`src/rtl/cop_issue_ctrl.sv`:
```
// Issue controller/arbiter sharing one crypto compute unit between two requesters.
// Define COP_ARB_RR_EN for round-robin arbitration; otherwise port 0 has fixed priority.
module cop_issue_ctrl #(
  parameter int unsigned LATENCY = 2,
  parameter int unsigned TAG_W   = 4
) (
  input  logic             clk,
  input  logic             rst,
  input  logic             req0_valid,
  output logic             req0_ready,
  input  logic [3:0]       req0_op,
  input  logic [31:0]      req0_rs1,
  input  logic [31:0]      req0_rs2,
  input  logic [15:0]      req0_imm,
  input  logic [TAG_W-1:0] req0_tag,
  input  logic             req1_valid,
  output logic             req1_ready,
  input  logic [3:0]       req1_op,
  input  logic [31:0]      req1_rs1,
  input  logic [31:0]      req1_rs2,
  input  logic [15:0]      req1_imm,
  input  logic [TAG_W-1:0] req1_tag,
  output logic [3:0]       cu_operation,
  output logic [31:0]      cu_rs1,
  output logic [31:0]      cu_rs2,
  output logic [15:0]      cu_immediate,
  input  logic [31:0]      cu_out,
  output logic             rsp_valid,
  input  logic             rsp_ready,
  output logic [31:0]      rsp_data,
  output logic [TAG_W-1:0] rsp_tag,
  output logic             rsp_src,
  output logic             busy
);

  localparam int unsigned CNT_W = 4;

  if (LATENCY == 0 || LATENCY > 15) begin : g_latency_check
    $error("cop_issue_ctrl: LATENCY must be in 1..15");
  end

  typedef enum logic [1:0] {
    ST_IDLE = 2'd0,
    ST_EXEC = 2'd1,
    ST_RESP = 2'd2
  } state_t;

  state_t           state;
  state_t           state_nxt;
  logic [CNT_W-1:0] cnt;
  logic             last_grant;
  logic             pick1_c;
  logic             grant_c;
  logic             cnt_last_c;

  assign cnt_last_c = (cnt == CNT_W'(1));

  // Arbiter: selects port 1 when it should win; a lone valid port always wins.
  always_comb begin
    pick1_c = 1'b0;
`ifdef COP_ARB_RR_EN
    if (req0_valid && req1_valid) begin
      pick1_c = ~last_grant;
    end else begin
      pick1_c = req1_valid;
    end
`else
    pick1_c = req1_valid && !req0_valid;
`endif
  end

  // State register.
  always_ff @(posedge clk or negedge rst) begin
    if (!rst) begin
      state <= ST_IDLE;
    end else begin
      state <= state_nxt;
    end
  end

  // Next-state logic.
  always_comb begin
    state_nxt = state;
    case (state)
      ST_IDLE: if (grant_c)    state_nxt = ST_EXEC;
      ST_EXEC: if (cnt_last_c) state_nxt = ST_RESP;
      ST_RESP: if (rsp_ready)  state_nxt = ST_IDLE;
      default:                 state_nxt = ST_IDLE;
    endcase
  end

  // Output decode; ready is held low while reset is asserted.
  always_comb begin
    req0_ready = 1'b0;
    req1_ready = 1'b0;
    grant_c    = 1'b0;
    busy       = 1'b0;
    rsp_valid  = 1'b0;
    case (state)
      ST_IDLE: begin
        req0_ready = rst && req0_valid && !pick1_c;
        req1_ready = rst && req1_valid && pick1_c;
        grant_c    = req0_ready || req1_ready;
      end
      ST_EXEC: busy = 1'b1;
      ST_RESP: begin
        busy      = 1'b1;
        rsp_valid = 1'b1;
      end
      default: ;
    endcase
  end

  // Compute-unit operand registers and response identity, loaded only on a grant.
  always_ff @(posedge clk or negedge rst) begin
    if (!rst) begin
      cu_operation <= 4'd0;
      cu_rs1       <= 32'd0;
      cu_rs2       <= 32'd0;
      cu_immediate <= 16'd0;
      rsp_tag      <= TAG_W'(0);
      rsp_src      <= 1'b0;
    end else if (grant_c) begin
      cu_operation <= pick1_c ? req1_op  : req0_op;
      cu_rs1       <= pick1_c ? req1_rs1 : req0_rs1;
      cu_rs2       <= pick1_c ? req1_rs2 : req0_rs2;
      cu_immediate <= pick1_c ? req1_imm : req0_imm;
      rsp_tag      <= pick1_c ? req1_tag : req0_tag;
      rsp_src      <= pick1_c;
    end
  end

  // Settle counter: loaded on grant, counts down while operands are held.
  always_ff @(posedge clk or negedge rst) begin
    if (!rst) begin
      cnt <= CNT_W'(0);
    end else if (grant_c) begin
      cnt <= CNT_W'(LATENCY);
    end else if (state == ST_EXEC && cnt != CNT_W'(0)) begin
      cnt <= cnt - CNT_W'(1);
    end
  end

  // Result capture on the last settle cycle; held through the response handshake.
  always_ff @(posedge clk or negedge rst) begin
    if (!rst) begin
      rsp_data <= 32'd0;
    end else if (state == ST_EXEC && cnt_last_c) begin
      rsp_data <= cu_out;
    end
  end

  // Last granted port; reset to 1 so port 0 takes the first contested grant.
  always_ff @(posedge clk or negedge rst) begin
    if (!rst) begin
      last_grant <= 1'b1;
    end else begin
      last_grant <= grant_c ? pick1_c : last_grant;
    end
  end

endmodule

```
`config.mk`:
```
export PLATFORM = sky130hd
export DESIGN_NAME = cop_issue_ctrl
export DESIGN_NICKNAME = d
export VERILOG_FILES = /design/src/rtl/cop_issue_ctrl.sv
export SDC_FILE = /design/constraint.sdc
export NUM_CORES = 1
export LEC_CHECK = 0
export ABC_AREA = 1
export ABC_CLOCK_PERIOD_IN_PS = 2200
export CAP_MARGIN = 10
export CORE_UTILIZATION = 30
export CTS_CLUSTER_SIZE = 10
export DETAILED_ROUTE_END_ITERATION = 10
export GPL_TIMING_DRIVEN = 0
export PLACE_DENSITY = 0.72
export SETUP_SLACK_MARGIN = 0.2
export SLEW_MARGIN = 20
export SYNTH_ARGS = -nofsm -noshare
export SYNTH_HDL_FRONTEND = slang
export SYNTH_SLANG_ARGS = --single-unit
```
`constraint.sdc`:
```
create_clock -name clk -period 2.2 [get_ports clk]
set_clock_uncertainty 0.2 [all_clocks]
set_input_delay 0.55 -clock clk [delete_from_list [all_inputs] [get_ports clk]]
set_output_delay 0.55 -clock clk [all_outputs]
set_load 0.03 [all_outputs]
```
==> flow_summary.yaml, run 1 <==
run_status:
  run_status: "finished clean"
placed_design:
  dpl.hpwl_mm: 16.37
  io_buffers: 337
  routabilityCongestion: 0.8075
  dp.cells: 1369
  dpl-instance-area_um2: 9863
setup_path:
  r2r_end: "rsp_data[26]$_DFFE_PN0P_"
  path_max_fanout: 7
  start_kind: "flip-flop"
  cp-endpoint: "req1_ready"
  reg2reg_from: "state[1]$_DFFE_PN0P_"
  required_ns: 1.45
  crit_type: "flip-flop to output pin"
  critical_path.startpoint: "state[1]$_DFFE_PN0P_"
  cp-end-kind: "output pin"
  r2r_slack_ns: 0.34
  reg2regPathDepth: 8
  arrival_ns: 1.45
layout:
  synthToLayoutAreaGrowth_pct: 73.03
  final_layout_size_suffix_gt1_share_pct: 9.028
  design_area_um2: 10590
  final_net_count: 1359
  stdcell_count: 1419
global_route:
  antenna_found_initial: 2
  gr-usage-all-layers_pct: 21.12
  grt_pass1_vias: 6089
  grt_max_degree: 68
  overflow: 0
  grt_pass1_wl_mm: 32.70
floorplan:
  initial_utilization_pct: 31.03
  core_um2: 19720
  die_w_um: 144.8
  rows: 51
  fp.dieH_um: 144.8
  ioPinCount: 338
  die_area_um2: 20970
clocking:
  cts_tree: "built"
  htreeDepth: 4
  path_clk_slew_ns: 0.06
  cts_root_buf: "clkbuf_16"
  clk-insertion-delay-late_ns: 0.41
  cts_buffers: 17
  cts.sinks: 127
  ctsLongestPathBuffers: 2
logic_synthesis:
  synth_top_family_by_area: "simple AND/OR/NAND/NOR gates"
  muxShareOfSynthArea_pct: 0
  synth_fa_ha_area_share_pct: 1.431
  yosysWarnings: 0
  syn-cell-area_um2: 6118
  ys_types: 22
  synth_area_per_cell_um2: 7.987
  synthSimpleGateAreaFrac_pct: 20.94
  netlist_top_cells_area: "dfrtp_1 52%, nand2_1 19%, o211ai_1 11%"
  ys_ff_latch: 127
  synth-compound-area-share_pct: 13.87
  syn_nets: 986
  yosysTopAreaCellShare_pct: 51.94
  synth_top_area_cell: "dfrtp_1"
  synth_cells: 766
  ys_seq_area_share_pct: 51.94
  synth_xor_area_share_pct: 0
sta:
  rsz0062_at_grt: "yes"
  worstMarginPinSlew_ns: 0.5233
  setup_violations: 0
  hold_viol_final: 0
  fin_crit_sh_pct: 99.84
  post-route-min-period_ns: 2.197
  maxSlewHeadroom_pct: 65.11
  tns_ns: 0
  final-max-slew-violation-count: 0
  max_freq_ghz: 0.4553
hold_path:
  holdCritPathClass: "flip-flop to flip-flop"
drt:
  drt-total-wl_mm: 22.12
  wl_per_cell_um: 15.59
  avgViaCountPerCell: 4.414
  vias: 6264
  drtIter0Drc: 246
  drtPass1Iterations: 4
  detail-route-antenna-nets: 0
  remaining_drc_errors: 0
job:
  max_cap_viol_count: 0
power_and_ir_drop:
  power_uw: 13810
  p_leak_uw: 0.005615
  p_per_area_nw_per_um2: 1304
  ir_drop_mv: 0.4398
## area by class of cell
cell class	instances	area [µm²]
clock inverter	11	131.4
tap	265	331.6
timing repair buffer	354	3441
inverter	131	494.2
multi-input combinational	464	2260
clock buffer	21	480.5
buffer	44	265.3
antenna	2	5.005
sequential	127	3178
fill	1831	9131
## through the flow
stage	setup WS (ns)	hold slack [ns]	utilization (%)
CTS	-0.04738	0.2766	53.39
finish	0.003437	0.2710	53.69
floorplan	0.2368	0.05441	-
global placement	-6.045	0.2622	49.86
detailed placement	-1.153	0.2646	50.02
global route	-0.05420	0.2964	53.68
## worst max-delay path: stages (launching register included)
cell and delay (ns):
dfrtp_1 0.41, inv_2 0.09, ha_4 0.15, nand2_4 0.05, buf_8 0.13, nor2_4 0.08
buf_6 0.13
## cell usage in the layout (no fill, tap or decap), drive strengths merged
cell type      synthesis  layout
clkdlybuf4s15          0       9
clkdlybuf4s50          0     209
o21ai                 34      34
a21oi                  2       2
bufbuf                 0       1
clkbuf                10      33
buf                   34      52
nor2                   6       6
o211ai                89      89
dlygate4sd2            0     113
bufinv                 0       2
nand3                  6       6
dfrtp                127     127
dlygate4sd3            0       2
inv                  131     132
ha                     7       7
nand4                  3       3
diode                  0       2
clkinvlp               0       6
nand2                317     317
clkinv                 0       2
## how the worst min path moves through the flow
stage,end,cells after the start,start,slack (ns)
finish,cu_rs2[21]$_DFFE_PN0P_,2,cu_rs2[21]$_DFFE_PN0P_,0.27
global route,cu_rs2[15]$_DFFE_PN0P_,2,cu_rs2[15]$_DFFE_PN0P_,0.30
CTS,rsp_tag[1]$_DFFE_PN0P_,2,rsp_tag[1]$_DFFE_PN0P_,0.28
detailed placement,cu_immediate[6]$_DFFE_PN0P_,2,cu_immediate[6]$_DFFE_PN0P_,0.26
global placement,cu_rs2[11]$_DFFE_PN0P_,2,cu_rs2[11]$_DFFE_PN0P_,0.26
floorplan,cnt[0]$_DFFE_PN0P_,0,rst,0.05
## sequential cells by signal, indices dropped and copies added, names as in the netlist
register	cells
cu_rs1	32
cu_rs2	32
rsp_data	32
cu_immediate	16
cnt	4
cu_operation	4
rsp_tag	4
state	2
rsp_src	1
## report_power, final
part	internal (µW)	total, µW	switching [µW]
registers	3490	4110	617
clock network	1800	2890	1100
logic	2400	6810	4410
total	7680	13800	6120
## timing repair
action                     CTS  global route
pin swaps                    5             1
gates resized for setup    175            14
setup buffers                8             4
setup endpoints to repair  165            16
hold endpoints to repair    60             0
gates cloned                 1             0
hold buffers                 3             0
## cells in the mapped netlist
library cell  number
clkbuf_2           2
a21oi_1            2
nand4_1            3
clkbuf_1           8
nor2_2             1
buf_2             28
nand3_1            5
inv_1            130
nand3_2            1
ha_1               7
dfrtp_1          127
buf_6              3
buf_4              1
o211ai_1          89
inv_4              1
buf_1              2
o21ai_0           11
nand2_2            2
nor2_1             5
nand2_4            1
o21ai_1           23
nand2_1          314
## per-layer routing
layer | track usage, % | up-vias | share of wire, %
met5 | 0 | - | 0
met4 | 6.925 | 0 | 2.1
met3 | 7.601 | 26 | 8.9
met2 | 36.44 | 248 | 49
met1 | 24.16 | 2841 | 41
li1 | - | 3149 | -
## kinds of logic after synthesis
| group | Yosys count |
|---|---|
| fa+ha+maj | 7 |
| compound gates | 125 |
| simple gates | 332 |
| buf+inv | 175 |
| flops | 127 |
Power figures use the tool's default switching activity.
==> inputs of run 2 (changes only) <==
Settings changed: CTS_BUF_LIST from default to sky130_fd_sc_hd__clkbuf_8.
==> run 2 against run 1 <==
The run now ends with negative setup slack left. Design area decreased by 2.4%. Power decreased by 5.1%. Largest power group unchanged. Worst setup slack got worse by 0.039 ns. Fmax decreased by 1.7%. Final cell count about the same. Critical endpoint unchanged.
==> flow_summary.yaml, run 2 (synthesis results as in run 1) <==
setup_path:
  arrival_ns: 1.49
  cp-end-kind: "output pin"
  cpLargestDelayFamily: "flip-flops"
  start_kind: "flip-flop"
  max_stage_delay_ns: 0.43
  slowest_stage: "dfrtp_1"
  path_max_fanout: 3
  path_buf_inv: 3
  crit_type: "flip-flop to output pin"
  required_ns: 1.45
  path_cells: "inv_2 -> ha_4 -> nand2_4 -> buf_8 -> nor2_4 -> buf_6"
drt:
  wl_per_cell_um: 15.50
  drtIter0Drc: 236
  remaining_drc_errors: 0
  detail-route-antenna-nets: 0
  vias: 6296
  avgViaCountPerCell: 4.434
  drtPass1Iterations: 5
  drt-total-wl_mm: 22.01
floorplan:
  die_area_um2: 20970
  die_w_um: 144.8
  rows: 51
  initial_utilization_pct: 31.03
  core_um2: 19720
  fp.dieH_um: 144.8
  ioPinCount: 338
global_route:
  gr-usage-all-layers_pct: 21.00
  overflow: 0
  grt_pass1_vias: 6095
  grt_pass1_wl_mm: 32.61
  antenna_found_initial: 2
  grt_max_degree: 68
sta:
  max_freq_ghz: 0.4474
  hold_viol_final: 0
  setup_violations: 2
  setup_ws_ns: -0.03520
  maxSlewHeadroom_pct: 65.86
  final-max-slew-violation-count: 0
  fin_crit_sh_pct: 101.6
  post-route-min-period_ns: 2.235
  rsz0062_at_grt: "yes"
  worstMarginPinSlew_ns: 0.5121
clocking:
  cts.sinks: 127
  ctsLongestPathBuffers: 2
  path_clk_slew_ns: 0.08
  cts_buffers: 17
  cts_tree: "built"
  cts_root_buf: "clkbuf_8"
  clk-insertion-delay-late_ns: 0.43
  htreeDepth: 4
layout:
  synthToLayoutAreaGrowth_pct: 68.90
  reg_top3: "cu_rs1: 32 flops, cu_rs2: 32 flops, rsp_data: 32 flops"
  stdcell_count: 1420
  fin_util_pct: 52.41
  final_layout_size_suffix_gt1_share_pct: 12.66
  final_net_count: 1360
  final_common_cell: "nand2_1"
  layout_common_cells: "313 x nand2_1, 209 x clkdlybuf4s50_1, 127 x dfrtp_1, 126 x inv_1, 89 x o211ai_1"
power_and_ir_drop:
  seq_power_share_pct: 31.5
  p_leak_uw: 0.005408
  clock_power_share_pct: 16.3
  power_uw: 13110
  p_per_area_nw_per_um2: 1268
  p_int_uw: 7043
  p_sw_share_pct: 46.27
  ir_drop_mv: 0.4889
  power_switching_uw: 6065
  combPwrFrac_pct: 52.1
placed_design:
  dpl.hpwl_mm: 16.37
  routabilityCongestion: 0.8075
  pre_cts_slack_ns: -1.153
  io_buffers: 337
  dp.cells: 1369
run_status:
  run_status: "finished with violations"
  violations: "negative setup slack"
hold_path:
  holdCritPathClass: "flip-flop to flip-flop"
job:
  max_cap_viol_count: 0
==> run 2: layer usage <==
metal  track usage [%]  share of wire, %  wire length, µm  vias to the layer above
met3             7.634               8.9             1960                       30
met4             6.704               2.2              474                        0
met5                 0                 0                0                        -
met1             24.02                41             8984                     2862
li1                  -                 -                -                     3150
met2             36.23                48            10590                      254
==> run 2: area by class of cell <==
cell class	count	area (µm²)
Multi-Input combinational cell	464	2262
Timing Repair Buffer	355	3379
Sequential cell	127	3178
Fill cell	1841	9384
Clock inverter	11	131.4
Clock buffer	21	289.0
Antenna cell	2	5.005
Inverter	131	494.2
Tap cell	265	331.6
Buffer	44	262.8
==> run 2: repair_timing <==
action	in CTS	in global routing
buffers inserted	9	4
gates cloned	1	0
hold buffers	3	0
endpoints found under the setup margin	162	104
resized for setup	187	132
pin swaps	5	1
endpoints found under the hold margin	60	0
==> run 2: tightest hold or removal path, cell delays in order, from the launching register on <==
cell,delay (ns)
dfrtp_1,0.34
nand2_1,0.05
nand2_1,0.05
==> run 2: through the flow <==
stage | hold slack (ns) | setup TNS (ns) | cell area, µm²
after floorplan | 0.05441 | 0 | 6126
final | 0.2772 | -0.04107 | 10330
after global placement | 0.2622 | -1126.38 | 9831
after detailed placement | 0.2646 | -22.56 | 9863
after CTS | 0.2805 | -0.06311 | 10360
after global routing | 0.3077 | -0.1705 | 10330
==> run 2: worst paths after layout <==
kind / slack (ns) / from / cells past startpoint / to
min in group asynchronous: 0.52 / rst / 2 / rsp_data[9]$_DFFE_PN0P_
worst max-delay path: -0.04 / state[1]$_DFFE_PN0P_ / 6 / req1_ready
max in group asynchronous: 0.78 / rst / 3 / rsp_tag[3]$_DFFE_PN0P_
worst min register to register: 0.28 / cu_rs2[13]$_DFFE_PN0P_ / 2 / cu_rs2[13]$_DFFE_PN0P_
worst max register to register: 0.32 / state[1]$_DFFE_PN0P_ / 8 / rsp_data[26]$_DFFE_PN0P_
worst min-delay path: 0.28 / cu_rs2[13]$_DFFE_PN0P_ / 2 / cu_rs2[13]$_DFFE_PN0P_
==> run 2: power groups by stage <==
| stage | combinational, µW | clock (µW) | sequential [µW] |
|---|---|---|---|
| floorplan | 1820 | 0 | 6320 |
| global placement | 7340 | 0 | 4140 |
| detailed placement | 7410 | 0 | 4170 |
| CTS | 6830 | 2210 | 4100 |
| global route | 7390 | 2320 | 4290 |
| finish | 6830 | 2140 | 4130 |
